===== config.mk =====
export PLATFORM = sky130hd
export DESIGN_NAME = quad_decoder_flat
export DESIGN_NICKNAME = d
export VERILOG_FILES = /design/src/rtl/quad_dec_pkg.sv /design/src/rtl/quad_decoder_if.sv /design/src/rtl/quad_sync_filter.sv /design/src/rtl/quad_decoder.sv /design/src/flat_wrapper.sv
export SDC_FILE = /design/constraint.sdc
export NUM_CORES = 1
export LEC_CHECK = 0
export ABC_AREA = 1
export CORE_UTILIZATION = 40
export CTS_CLUSTER_DIAMETER = 60
export DETAILED_ROUTE_END_ITERATION = 16
export MAX_ROUTING_LAYER = met4
export SLEW_MARGIN = 10
export SYNTH_ARGS = -nofsm -noshare
export SYNTH_HDL_FRONTEND = slang
export SYNTH_HIERARCHICAL = 1
export SYNTH_SLANG_ARGS = --single-unit

===== constraint.sdc =====
create_clock -name clk -period 2.53 [get_ports clk]
set_input_delay 0.3795 -clock clk [delete_from_list [all_inputs] [get_ports clk]]
set_output_delay 0.3795 -clock clk [all_outputs]
set_load 0.03 [all_outputs]

===== src/rtl/quad_dec_pkg.sv =====
// Shared types and helpers for the quadrature decoder.
// Phase is {A,B}; the up sequence is 00 -> 10 -> 11 -> 01 -> 00.
package quad_dec_pkg;

   typedef enum logic [1:0] {
      PH_00 = 2'b00,
      PH_10 = 2'b10,
      PH_11 = 2'b11,
      PH_01 = 2'b01
   } phase_e;

   localparam logic DIR_UP = 1'b1;
   localparam logic DIR_DN = 1'b0;

   typedef enum logic [1:0] {
      TR_NONE    = 2'd0,
      TR_UP      = 2'd1,
      TR_ILLEGAL = 2'd2,
      TR_DN      = 2'd3
   } trans_e;

   // Position of a phase along the up sequence (0..3).
   function automatic logic [1:0] phase_pos(input logic [1:0] ph);
      logic [1:0] pos;
      unique case (ph)
         PH_00:   pos = 2'd0;
         PH_10:   pos = 2'd1;
         PH_11:   pos = 2'd2;
         default: pos = 2'd3;
      endcase
      return pos;
   endfunction

   // Modulo-4 distance between positions: 1 = up, 3 = down, 2 = both bits changed.
   function automatic trans_e decode_trans(input logic [1:0] prev, input logic [1:0] cur);
      logic [1:0] delta;
      delta = phase_pos(cur) - phase_pos(prev);
      return trans_e'(delta);
   endfunction

endpackage


===== src/rtl/quad_decoder_if.sv =====
// Bus for the quadrature decoder: control and encoder pins in, step/dir/count/err out.
interface quad_decoder_if #(
   parameter int unsigned CNT_W = 16
);
   logic             en;
   logic             clr;
   logic             quad_a;
   logic             quad_b;
   logic             step;
   logic             dir;
   logic [CNT_W-1:0] count;
   logic             err;
   logic             err_flag;

   modport master (
      output en, clr, quad_a, quad_b,
      input  step, dir, count, err, err_flag
   );

   modport slave (
      input  en, clr, quad_a, quad_b,
      output step, dir, count, err, err_flag
   );
endinterface


===== src/rtl/quad_sync_filter.sv =====
// Per-channel synchronizer with optional glitch filter.
// Build option: QUAD_FILTER_EN adds a FILT_LEN consecutive-sample filter after the sync chain.
// valid rises once the first real (post-reset) level is available.
module quad_sync_filter #(
   parameter int unsigned SYNC_STAGES = 2,
   parameter int unsigned FILT_LEN    = 3
) (
   input  logic clk,
   input  logic rst_n,
   input  logic pin,
   output logic level,
   output logic valid
);

   if (SYNC_STAGES < 2 || FILT_LEN < 1) begin : g_bad_cfg
      $error("quad_sync_filter: SYNC_STAGES must be >= 2 and FILT_LEN >= 1");
   end

   logic [SYNC_STAGES-1:0] sync_q;
   logic [SYNC_STAGES-1:0] vld_q;
   logic                   sync_out;
   logic                   sync_vld;

   // Synchronizer chain; a parallel chain of ones marks which stages hold real samples.
   always_ff @(posedge clk or negedge rst_n) begin
      if (!rst_n) begin
         sync_q <= '0;
         vld_q  <= '0;
      end else begin
         sync_q <= {sync_q[SYNC_STAGES-2:0], pin};
         vld_q  <= {vld_q[SYNC_STAGES-2:0], 1'b1};
      end
   end

   assign sync_out = sync_q[SYNC_STAGES-1];
   assign sync_vld = vld_q[SYNC_STAGES-1];

`ifdef QUAD_FILTER_EN
   localparam int unsigned CW = $clog2(FILT_LEN + 1);

   logic [CW-1:0] cnt_q, cnt_d;
   logic          last_q;
   logic          level_q;
   logic          fvld_q;
   logic          accept;

   // Run length of identical samples, saturating at FILT_LEN.
   always_comb begin
      cnt_d = cnt_q;
      if (sync_vld) begin
         if (cnt_q != '0 && sync_out == last_q) begin
            cnt_d = (cnt_q == CW'(FILT_LEN)) ? cnt_q : cnt_q + CW'(1);
         end else begin
            cnt_d = CW'(1);
         end
      end
   end

   assign accept = sync_vld && (cnt_d == CW'(FILT_LEN));

   // Filter state: the level only moves after FILT_LEN equal samples in a row.
   always_ff @(posedge clk or negedge rst_n) begin
      if (!rst_n) begin
         cnt_q   <= '0;
         last_q  <= 1'b0;
         level_q <= 1'b0;
         fvld_q  <= 1'b0;
      end else if (sync_vld) begin
         cnt_q  <= cnt_d;
         last_q <= sync_out;
         if (accept) begin
            level_q <= sync_out;
            fvld_q  <= 1'b1;
         end
      end
   end

   assign level = level_q;
   assign valid = fvld_q;
`else
   assign level = sync_out;
   assign valid = sync_vld;
`endif

endmodule


===== src/rtl/quad_decoder.sv =====
// Quadrature decoder top: two conditioned channels, previous-phase register,
// transition decode, step/dir/err outputs and a wrapping position counter.
// Build option: QUAD_FILTER_EN enables the per-channel glitch filter.
module quad_decoder
   import quad_dec_pkg::*;
#(
   parameter int unsigned CNT_W       = 16,
   parameter int unsigned SYNC_STAGES = 2,
   parameter int unsigned FILT_LEN    = 3
) (
   input  logic           clk,
   input  logic           rst_n,
   quad_decoder_if.slave  bus
);

   typedef enum logic {StWait, StRun} state_e;

   logic             a_lvl, a_vld, b_lvl, b_vld;
   logic [1:0]       cur;
   trans_e           trans;

   state_e           state_q, state_d;
   logic [1:0]       prev_q, prev_d;
   logic             step_q, step_d;
   logic             dir_q, dir_d;
   logic             err_q, err_d;
   logic             err_flag_q, err_flag_d;
   logic [CNT_W-1:0] count_q, count_d;

   quad_sync_filter #(
      .SYNC_STAGES (SYNC_STAGES),
      .FILT_LEN    (FILT_LEN)
   ) u_sync_a (
      .clk   (clk),
      .rst_n (rst_n),
      .pin   (bus.quad_a),
      .level (a_lvl),
      .valid (a_vld)
   );

   quad_sync_filter #(
      .SYNC_STAGES (SYNC_STAGES),
      .FILT_LEN    (FILT_LEN)
   ) u_sync_b (
      .clk   (clk),
      .rst_n (rst_n),
      .pin   (bus.quad_b),
      .level (b_lvl),
      .valid (b_vld)
   );

   assign cur   = {a_lvl, b_lvl};
   assign trans = decode_trans(prev_q, cur);

   // Next-state: first valid sample only seeds prev; afterwards decode every cycle.
   always_comb begin
      state_d    = state_q;
      prev_d     = prev_q;
      step_d     = 1'b0;
      err_d      = 1'b0;
      dir_d      = dir_q;
      count_d    = count_q;
      err_flag_d = err_flag_q;

      unique case (state_q)
         StWait: begin
            if (a_vld && b_vld) begin
               prev_d  = cur;
               state_d = StRun;
            end
         end
         StRun: begin
            // Phase is tracked even while disabled so re-enabling never sees a stale prev.
            prev_d = cur;
            if (bus.en) begin
               unique case (trans)
                  TR_UP: begin
                     step_d  = 1'b1;
                     dir_d   = DIR_UP;
                     count_d = count_q + CNT_W'(1);
                  end
                  TR_DN: begin
                     step_d  = 1'b1;
                     dir_d   = DIR_DN;
                     count_d = count_q - CNT_W'(1);
                  end
                  TR_ILLEGAL: begin
                     err_d      = 1'b1;
                     err_flag_d = 1'b1;
                  end
                  default: ;
               endcase
            end
         end
         default: state_d = StWait;
      endcase

      // Clear wins over a same-cycle step or error, but the pulses still go out.
      if (bus.clr) begin
         count_d    = '0;
         err_flag_d = 1'b0;
      end
   end

   // State and output registers.
   always_ff @(posedge clk or negedge rst_n) begin
      if (!rst_n) begin
         state_q    <= StWait;
         prev_q     <= 2'b00;
         step_q     <= 1'b0;
         dir_q      <= 1'b0;
         err_q      <= 1'b0;
         err_flag_q <= 1'b0;
         count_q    <= '0;
      end else begin
         state_q    <= state_d;
         prev_q     <= prev_d;
         step_q     <= step_d;
         dir_q      <= dir_d;
         err_q      <= err_d;
         err_flag_q <= err_flag_d;
         count_q    <= count_d;
      end
   end

   assign bus.step     = step_q;
   assign bus.dir      = dir_q;
   assign bus.err      = err_q;
   assign bus.err_flag = err_flag_q;
   assign bus.count    = count_q;

endmodule


===== src/flat_wrapper.sv =====
// flat-port wrapper written by rule: the top's interface ports become plain ports
module quad_decoder_flat import quad_dec_pkg::*;
#(
   parameter int unsigned CNT_W       = 16,
   parameter int unsigned SYNC_STAGES = 2,
   parameter int unsigned FILT_LEN    = 3
)
  (clk, rst_n, bus_en, bus_clr, bus_quad_a, bus_quad_b, bus_step, bus_dir, bus_count, bus_err, bus_err_flag);
  quad_decoder_if #(.CNT_W(CNT_W)) bus_i ();
  input  logic clk;
  input  logic rst_n;
  input wire logic [$bits(bus_i.en)-1:0] bus_en;
  input wire logic [$bits(bus_i.clr)-1:0] bus_clr;
  input wire logic [$bits(bus_i.quad_a)-1:0] bus_quad_a;
  input wire logic [$bits(bus_i.quad_b)-1:0] bus_quad_b;
  output wire logic [$bits(bus_i.step)-1:0] bus_step;
  output wire logic [$bits(bus_i.dir)-1:0] bus_dir;
  output wire logic [$bits(bus_i.count)-1:0] bus_count;
  output wire logic [$bits(bus_i.err)-1:0] bus_err;
  output wire logic [$bits(bus_i.err_flag)-1:0] bus_err_flag;
  assign bus_i.en = bus_en;
  assign bus_i.clr = bus_clr;
  assign bus_i.quad_a = bus_quad_a;
  assign bus_i.quad_b = bus_quad_b;
  assign bus_step = bus_i.step;
  assign bus_dir = bus_i.dir;
  assign bus_count = bus_i.count;
  assign bus_err = bus_i.err;
  assign bus_err_flag = bus_i.err_flag;
  quad_decoder #(.CNT_W(CNT_W), .SYNC_STAGES(SYNC_STAGES), .FILT_LEN(FILT_LEN)) u_core (.clk(clk), .rst_n(rst_n), .bus(bus_i));
endmodule

Word-level counts from Yosys, hierarchy flattened:

Index checks and enable logic that the tools add are counted.

* flip-flop bits (word level): 31
* output and inout bits: 20
* logic and storage cells: 56

* add/subtract/negate cells: 3
* equality and inequality tests: 8
* multiplexer cells: 21
* bitwise gates (word level): 1
* reduce and logical (&&, ||, !) cells: 12

Operator list (number)
* two-way mux 16 bit: 3
* case mux 16 bit (2 select lines): 1
* adder 16 x 1 -> 16 bit, second input constant: 1
* subtractor 16 x 1 -> 16 bit, second input constant: 1
* equality test 2 bit, second input constant: 6
* two-way mux 1 bit: 12
* case mux 2 bit (3 select lines): 2
* AND reduction 3 bit: 3
* nonzero test 2 bit: 4
* logical NOT 2 bit: 2
* case mux 2 bit (2 select lines): 1
* nonzero test 3 bit: 1
* equality test 2 x 1 -> 1 bit, second input constant: 1
* two-way mux 2 bit: 1
* inequality test 2 x 1 -> 1 bit, second input constant: 1
* case mux 1 bit (2 select lines): 1
* OR reduction 2 bit: 1
* subtractor 2 bit: 1
* logical AND 1 bit: 1
* inverter 1 bit: 1

Longest topological paths before layout:

* depth after elaboration: 8
* gate-level depth with buffers: 22

Cells and area by module:

Netlist, hierarchy kept.

Modules (own cells, without submodules)
* quad_decoder: instances 1, cells an instance 289, area each 1906.8 µm², sequential area each 575.6 µm²
* quad_sync_filter: instances 2, cells an instance 5, area each 103.8 µm², sequential area each 100.1 µm²

Worst setup path after synthesis:

No wires, ideal clock.

* path type: reg-to-reg
* start point: reg u_core.u_sync_a.sync_q[1]
* end point: reg u_core.count_q[15] (netlist: u_core/bus.count[15])
* setup time: 117 ps
* data arrival time: 2411 ps
* required time: 2413 ps
* path slack: 2 ps
* cell stages (with the launch flop): 17
* path buffers: 1
* period minus slack after synthesis: 2528 ps
* path through: dfrtp_1 inv_1 ha_1 ha_1 bufinv_8 nand3_4 inv_2 buf_2 ha_1 nand2_1 inv_1 nand2_1 nor2_1 nor2_1 nand3_1 nand3_1 nand2_1

* word-level cells in the longest chain between the ends: 8
* elaborated cells on any way between the ends: 13
* classes of those cells: add/sub: 1; eq/ne: 4; mux: 5; reduce/logical: 3

Ends and longest elaborated chain
* from (decl): line quad_sync_filter.sv:19 `logic [SYNC_STAGES-1:0] sync_q;`
* from (signal assigned): line quad_sync_filter.sv:30 `sync_q <= {sync_q[SYNC_STAGES-2:0], pin};`
* equality test 2 bit / logical NOT 2 bit (equally long branches): line quad_dec_pkg.sv:25 `unique case (ph)`
* case mux 2 bit (3 select lines) (*): line quad_dec_pkg.sv:25
* subtractor 2 bit (*): line quad_dec_pkg.sv:37 `delta = phase_pos(cur) - phase_pos(prev);`
* equality test 2 bit / equality test 2 x 1 -> 1 bit (equally long branches): line quad_decoder.sv:76 `unique case (trans)`
* case mux 16 bit (2 select lines): line quad_decoder.sv:76
* two-way mux 16 bit: line quad_decoder.sv:75 `if (bus.en) begin`
* two-way mux 16 bit: line quad_decoder.sv:65 `unique case (state_q)`
* two-way mux 16 bit: line quad_decoder.sv:99 `if (bus.clr) begin`
* to (signal assigned): line quad_decoder.sv:122 `count_q <= count_d;`
* to (decl): line quad_decoder.sv:28 `logic [CNT_W-1:0] count_q, count_d;`

Mark *: on every way between the ends. The rest lies on a longest branch, timed or not. The select of a mux whose other input is x is not followed.
A chain may end at the register's enable or synchronous reset.

Final worst setup path:

* start point: reg u_core.prev_q[0]
* end point: reg u_core.count_q[13] (netlist: u_core/bus.count[13])

* word-level cells in the longest chain between the ends: 8
* elaborated cells on any way between the ends: 13
* classes of those cells: add/sub: 1; eq/ne: 4; mux: 5; reduce/logical: 3

Ends and longest elaborated chain
* from (decl): line quad_decoder.sv:23 `logic [1:0] prev_q, prev_d;`
* from (signal assigned): line quad_decoder.sv:117 `prev_q <= prev_d;`
* equality test 2 bit / logical NOT 2 bit (equally long branches): line quad_dec_pkg.sv:25
* case mux 2 bit (3 select lines) (*): line quad_dec_pkg.sv:25
* subtractor 2 bit (*): line quad_dec_pkg.sv:37
* equality test 2 bit / equality test 2 x 1 -> 1 bit (equally long branches): line quad_decoder.sv:76
* case mux 16 bit (2 select lines): line quad_decoder.sv:76
* two-way mux 16 bit: line quad_decoder.sv:75
* two-way mux 16 bit: line quad_decoder.sv:65
* two-way mux 16 bit: line quad_decoder.sv:99

Marked as above.

==> run summary <==
The worst setup path is captured at a register. In the post-synthesis netlist, the biggest area contributors are sky130_fd_sc_hd__dfrtp_1 (37%), sky130_fd_sc_hd__nand2_1 (16%), sky130_fd_sc_hd__inv_1 (8.3%). The slew of the pin with the lowest slew margin came out at between 0.6 and 0.7 ns.

The net switching power figure came out at around 0.87 mW. Fill cells in the final layout number between 400 and 500. The clock network fraction of design power came out at 0.197. The design draws 2.01 mW. The ratio of total power to cell area came out at 684 mW/mm^2. The number of remaining DRC errors is 0. The number of inserted diodes came out at 0. The count of H-tree levels built during CTS is 2. The worst-path maximum fanout came out at 8. The setup clock skew after layout is about 0.0023 ns. The shortest period the worst path allows came out at between 2 and 2.5 ns. The number of design-rule violations left by the first detailed-router iteration is approximately 130.

The count of maximum capacitance violations came out at 0. The portion of synthesized cell area occupied by the leading cell type came out at 0.367. A synthesized cell averages slightly above 7 um^2.

The number of nets handed over by synthesis was 313. The count of pins over their slew limit is 0. For the worst setup path, the data required time is between 2 and 3 ns. The terminus of the critical flop-to-flop path is u_core/bus.count[13]. The die width came out at between 70 and 80 um. Counting the buffers created by CTS gives 5. The number of antenna violations at the first check in global routing is 0.

The data arrival time at the worst-slack endpoint is approximately 2.6 ns. The total overflow left after global routing is 0. Clock-pin slew was measured on the worst setup and hold paths at about 0.070 ns. Synthesis inferred 31 register bits.

The clock tree from TritonCTS is built. The min-delay analysis places its worst path in the category reg2reg. The number of buffers between clock root and the deepest sink came out at 2. The worst setup path is of the reg2reg kind. The average wire per cell in the routed design came out at around 13 um. For this run, the detailed router's first-pass iteration total came to 4. The final layout net count is between 300 and 400. The top-level I/O count came out at 26. The number of cells on the worst reg-to-reg path is 20.

The area added between synthesis and finish is 38.9%. The tree is rooted in a sky130_fd_sc_hd__clkbuf_8. The run finished with clean final reports. The relative contribution of sequential cells to total power came out at 0.310.

The share of the Yosys chip area taken by registers is 0.367. Along the worst hold path, the cell count comes to 0. The share of cells above drive strength 1 came out at 0.300. The vias after detailed routing came out at about 2.1k. The cell that appears most often on the critical path is sky130_fd_sc_hd__nand2_1. The die is 74.7 um tall. The share of the core filled with cells came out at 0.575. The largest total area in the synthesized netlist belongs to sky130_fd_sc_hd__dfrtp_1. Synthesis produced a netlist whose cell count is roughly 300. The initial utilization of the core area, before any placement, comes to 0.414.

In the layout the commonest cells are sky130_fd_sc_hd__nand2_1 (68), sky130_fd_sc_hd__inv_1 (42), sky130_fd_sc_hd__nand2_2 (32), sky130_fd_sc_hd__dfrtp_1 (31), sky130_fd_sc_hd__clkdlybuf4s50_1 (25). Across all setup checks in the final design, the least slack found is about 0.15 ns. The area of the core region is ~0.0051 mm^2. The number of antenna-violating nets in the routed design is 0. The count of endpoints failing hold in the final timing report came to 0. The cell leakage power is approximately 1.4 nW. The clock net sink count is 31.

The post-placement worst setup slack came out at -0.0319 ns. The kind of launch point of the worst setup path is a register. The critical register-to-register path startpoint is u_core/prev_q[0]. The library cell used most frequently in the layout, excluding fill and tap cells, is sky130_fd_sc_hd__nand2_1. The netlist area before placement is 0.00211 mm^2. The clock reaches the later pin of the worst-skew pair after 0.28 ns.

During placement, the flow inserted port buffers numbering 25. The largest voltage drop on the vdd net came out at 0.379 mV. The number of global-route vias before repair is 1863. The fraction of the cycle the final worst path needs came out at 0.942. The Yosys warning count came out at 6.

The global placer's final weighted congestion is roughly 0.9. The switching power share of the total came out at 0.432. The total die area is 0.00558 mm^2.

For this design, the slowest cell found on the critical path is sky130_fd_sc_hd__dfrtp_1. The first global-routing pass estimated 8.63 mm of wire. In the global route stage, overall resource usage came out at 0.214. The largest net degree at the start of global routing is 32.

Final hold analysis gives a worst-case slack of about 0.35 ns. The worst hold path begins at u_core/u_sync_a/sync_q[0]. The maximum frequency from static timing analysis is between 0.4 and 0.5 GHz. Using the TritonRoute via totals, the vias-per-cell ratio works out to approximately 5. Setup violations remaining at the end of the flow were counted as 0. The worst reg-to-reg setup slack came out at roughly 0.15 ns.

The number of unique standard cell types used by synthesis is 29. The tightest slew margin relative to the limit came out at 0.536. The detailed-route wire length came out at around 5.5 mm. In this run, post-CTS hold repair placed 0 buffers.

Traced cell by cell, the critical path runs through buf_4 -> ha_2 -> inv_1 -> nand2_1 -> nand2_2 -> nand2_2 -> nand2_4 -> nand3_4 -> buf_8 -> nand2_4 -> nand2_4 -> buf_4 -> nor2_1 -> nand2_1 -> nand2_2 -> nand2_1 -> nand2_1 -> nand2_1 -> nand3_1 -> nand2_1. The path with the worst hold slack has its endpoint at u_core/u_sync_a/sync_q[1]. The power share of the combinational group came out at 0.492.

The HPWL after detailed placement came out at approximately 3.8 mm. The largest incremental delay on the critical path is roughly 0.41 ns. The row count is 26. The cell-internal power came out at between 1 and 1.5 mW.
power groups by stage:
stage	logic, mW	registers [mW]	clock network (mW)
2_1_floorplan	0.461	0.705	0
3_3_place_gp	0.790	0.628	0
3_5_place_dp	0.795	0.628	0
5_1_grt	1.08	0.635	0.439
6_report	0.988	0.624	0.397
4_1_cts	0.803	0.618	0.413
state kept, by name, summed over array words and instances (netlist names):
name and cells:
u_core/bus.err 1, u_core/prev_q 2, u_core/u_sync_a/vld_q 2, u_core/bus.step 1
u_core/bus.dir 1, u_core/bus.err_flag 1, u_core/u_sync_b/vld_q 2, u_core/u_sync_b/sync_q 2
u_core/state_q 1, u_core/u_sync_a/sync_q 2, u_core/bus.count 16
worst max path at each step:
stage,cells past startpoint,from,slack [ns],end
floorplan,16,u_core/u_sync_a/sync_q[1],0.002,u_core/bus.count[15]
finish,20,u_core/prev_q[0],0.15,u_core/bus.count[13]
global placement,16,u_core/u_sync_a/sync_q[1],-0.01,u_core/bus.count[12]
detailed placement,16,u_core/u_sync_a/sync_q[1],-0.03,u_core/bus.count[12]
CTS,19,u_core/prev_q[0],0.004,u_core/bus.count[14]
global route,21,u_core/prev_q[0],-0.03,u_core/bus.count[11]
synth_stat cells:
cell and n:
sky130_fd_sc_hd__o21bai_4 1, sky130_fd_sc_hd__o21ai_0 15, sky130_fd_sc_hd__o21a_1 1, sky130_fd_sc_hd__conb_1 2, sky130_fd_sc_hd__nand3_4 1, sky130_fd_sc_hd__o22ai_1 4
sky130_fd_sc_hd__a21o_1 1, sky130_fd_sc_hd__ha_1 8, sky130_fd_sc_hd__nor2_1 24, sky130_fd_sc_hd__a21oi_1 7, sky130_fd_sc_hd__buf_4 1, sky130_fd_sc_hd__nand4_1 1
sky130_fd_sc_hd__mux2_2 1, sky130_fd_sc_hd__o21ai_1 1, sky130_fd_sc_hd__nand3_2 1, sky130_fd_sc_hd__dfrtp_1 31, sky130_fd_sc_hd__buf_2 1, sky130_fd_sc_hd__inv_2 1
sky130_fd_sc_hd__nor2_2 4, sky130_fd_sc_hd__inv_1 47, sky130_fd_sc_hd__bufinv_8 1, sky130_fd_sc_hd__xor2_1 2, sky130_fd_sc_hd__a31oi_1 1, sky130_fd_sc_hd__nand2_1 89
sky130_fd_sc_hd__buf_8 1, sky130_fd_sc_hd__nand3b_1 1, sky130_fd_sc_hd__o41ai_1 8, sky130_fd_sc_hd__nand3_1 26, sky130_fd_sc_hd__nand2_2 17
layout make-up:
class                           count  area (um^2)  share of cell area
Clock buffer                        5         68.8              0.0234
Clock inverter                      3         20.0             0.00682
Inverter                           49          199              0.0677
Multi-Input combinational cell    216         1360               0.463
Sequential cell                    31          776               0.264
Tap cell                           70         87.6              0.0298
Timing Repair Buffer               46          427               0.145
metrics by stage:
step | std cells | TNS (ns) | cell area (um^2)
after floorplan | 299 | 0 | 2110
after global placement | 403 | -0.0127 | 2510
after detailed placement | 403 | -0.0499 | 2510
after CTS | 412 | 0 | 2610
after global routing | 420 | -0.0991 | 2940
final | 420 | 0 | 2940
kinds of logic after synthesis:
group	Yosys count	share of synthesized area
AOI/OAI and AO/OA	39	0.118
xor gates and xnor gates	2	0.00829
adders and majority gates	8	0.0473
buffers and inverters	52	0.107
DFF	31	0.367
muxes	1	0.00533
other	2	0.00355
and+or+nand+nor	164	0.344
layer usage:
metal  vias up  track usage  part of all wire
met4         0       0.0587             0.011
met5         -            -                 0
met1      1001        0.298              0.47
met3         5       0.0495             0.044
met2        47        0.309              0.47
li1       1051            -                 -
timing repair:
action | CTS | global route
gates resized for setup | 1 | 70
setup endpoints to repair | 5 | 13
pin swaps | 0 | 29
cloned | 0 | 0
buffers inserted | 1 | 8
critical path, delay by kind of cell (launching register included):
kind / cells / cell delay (ns)
buf+inv: 4 / 0.52
simple gates: 15 / 1.12
flops: 1 / 0.41
fa+ha+maj: 1 / 0.20
(Power assumes the default switching activity.)
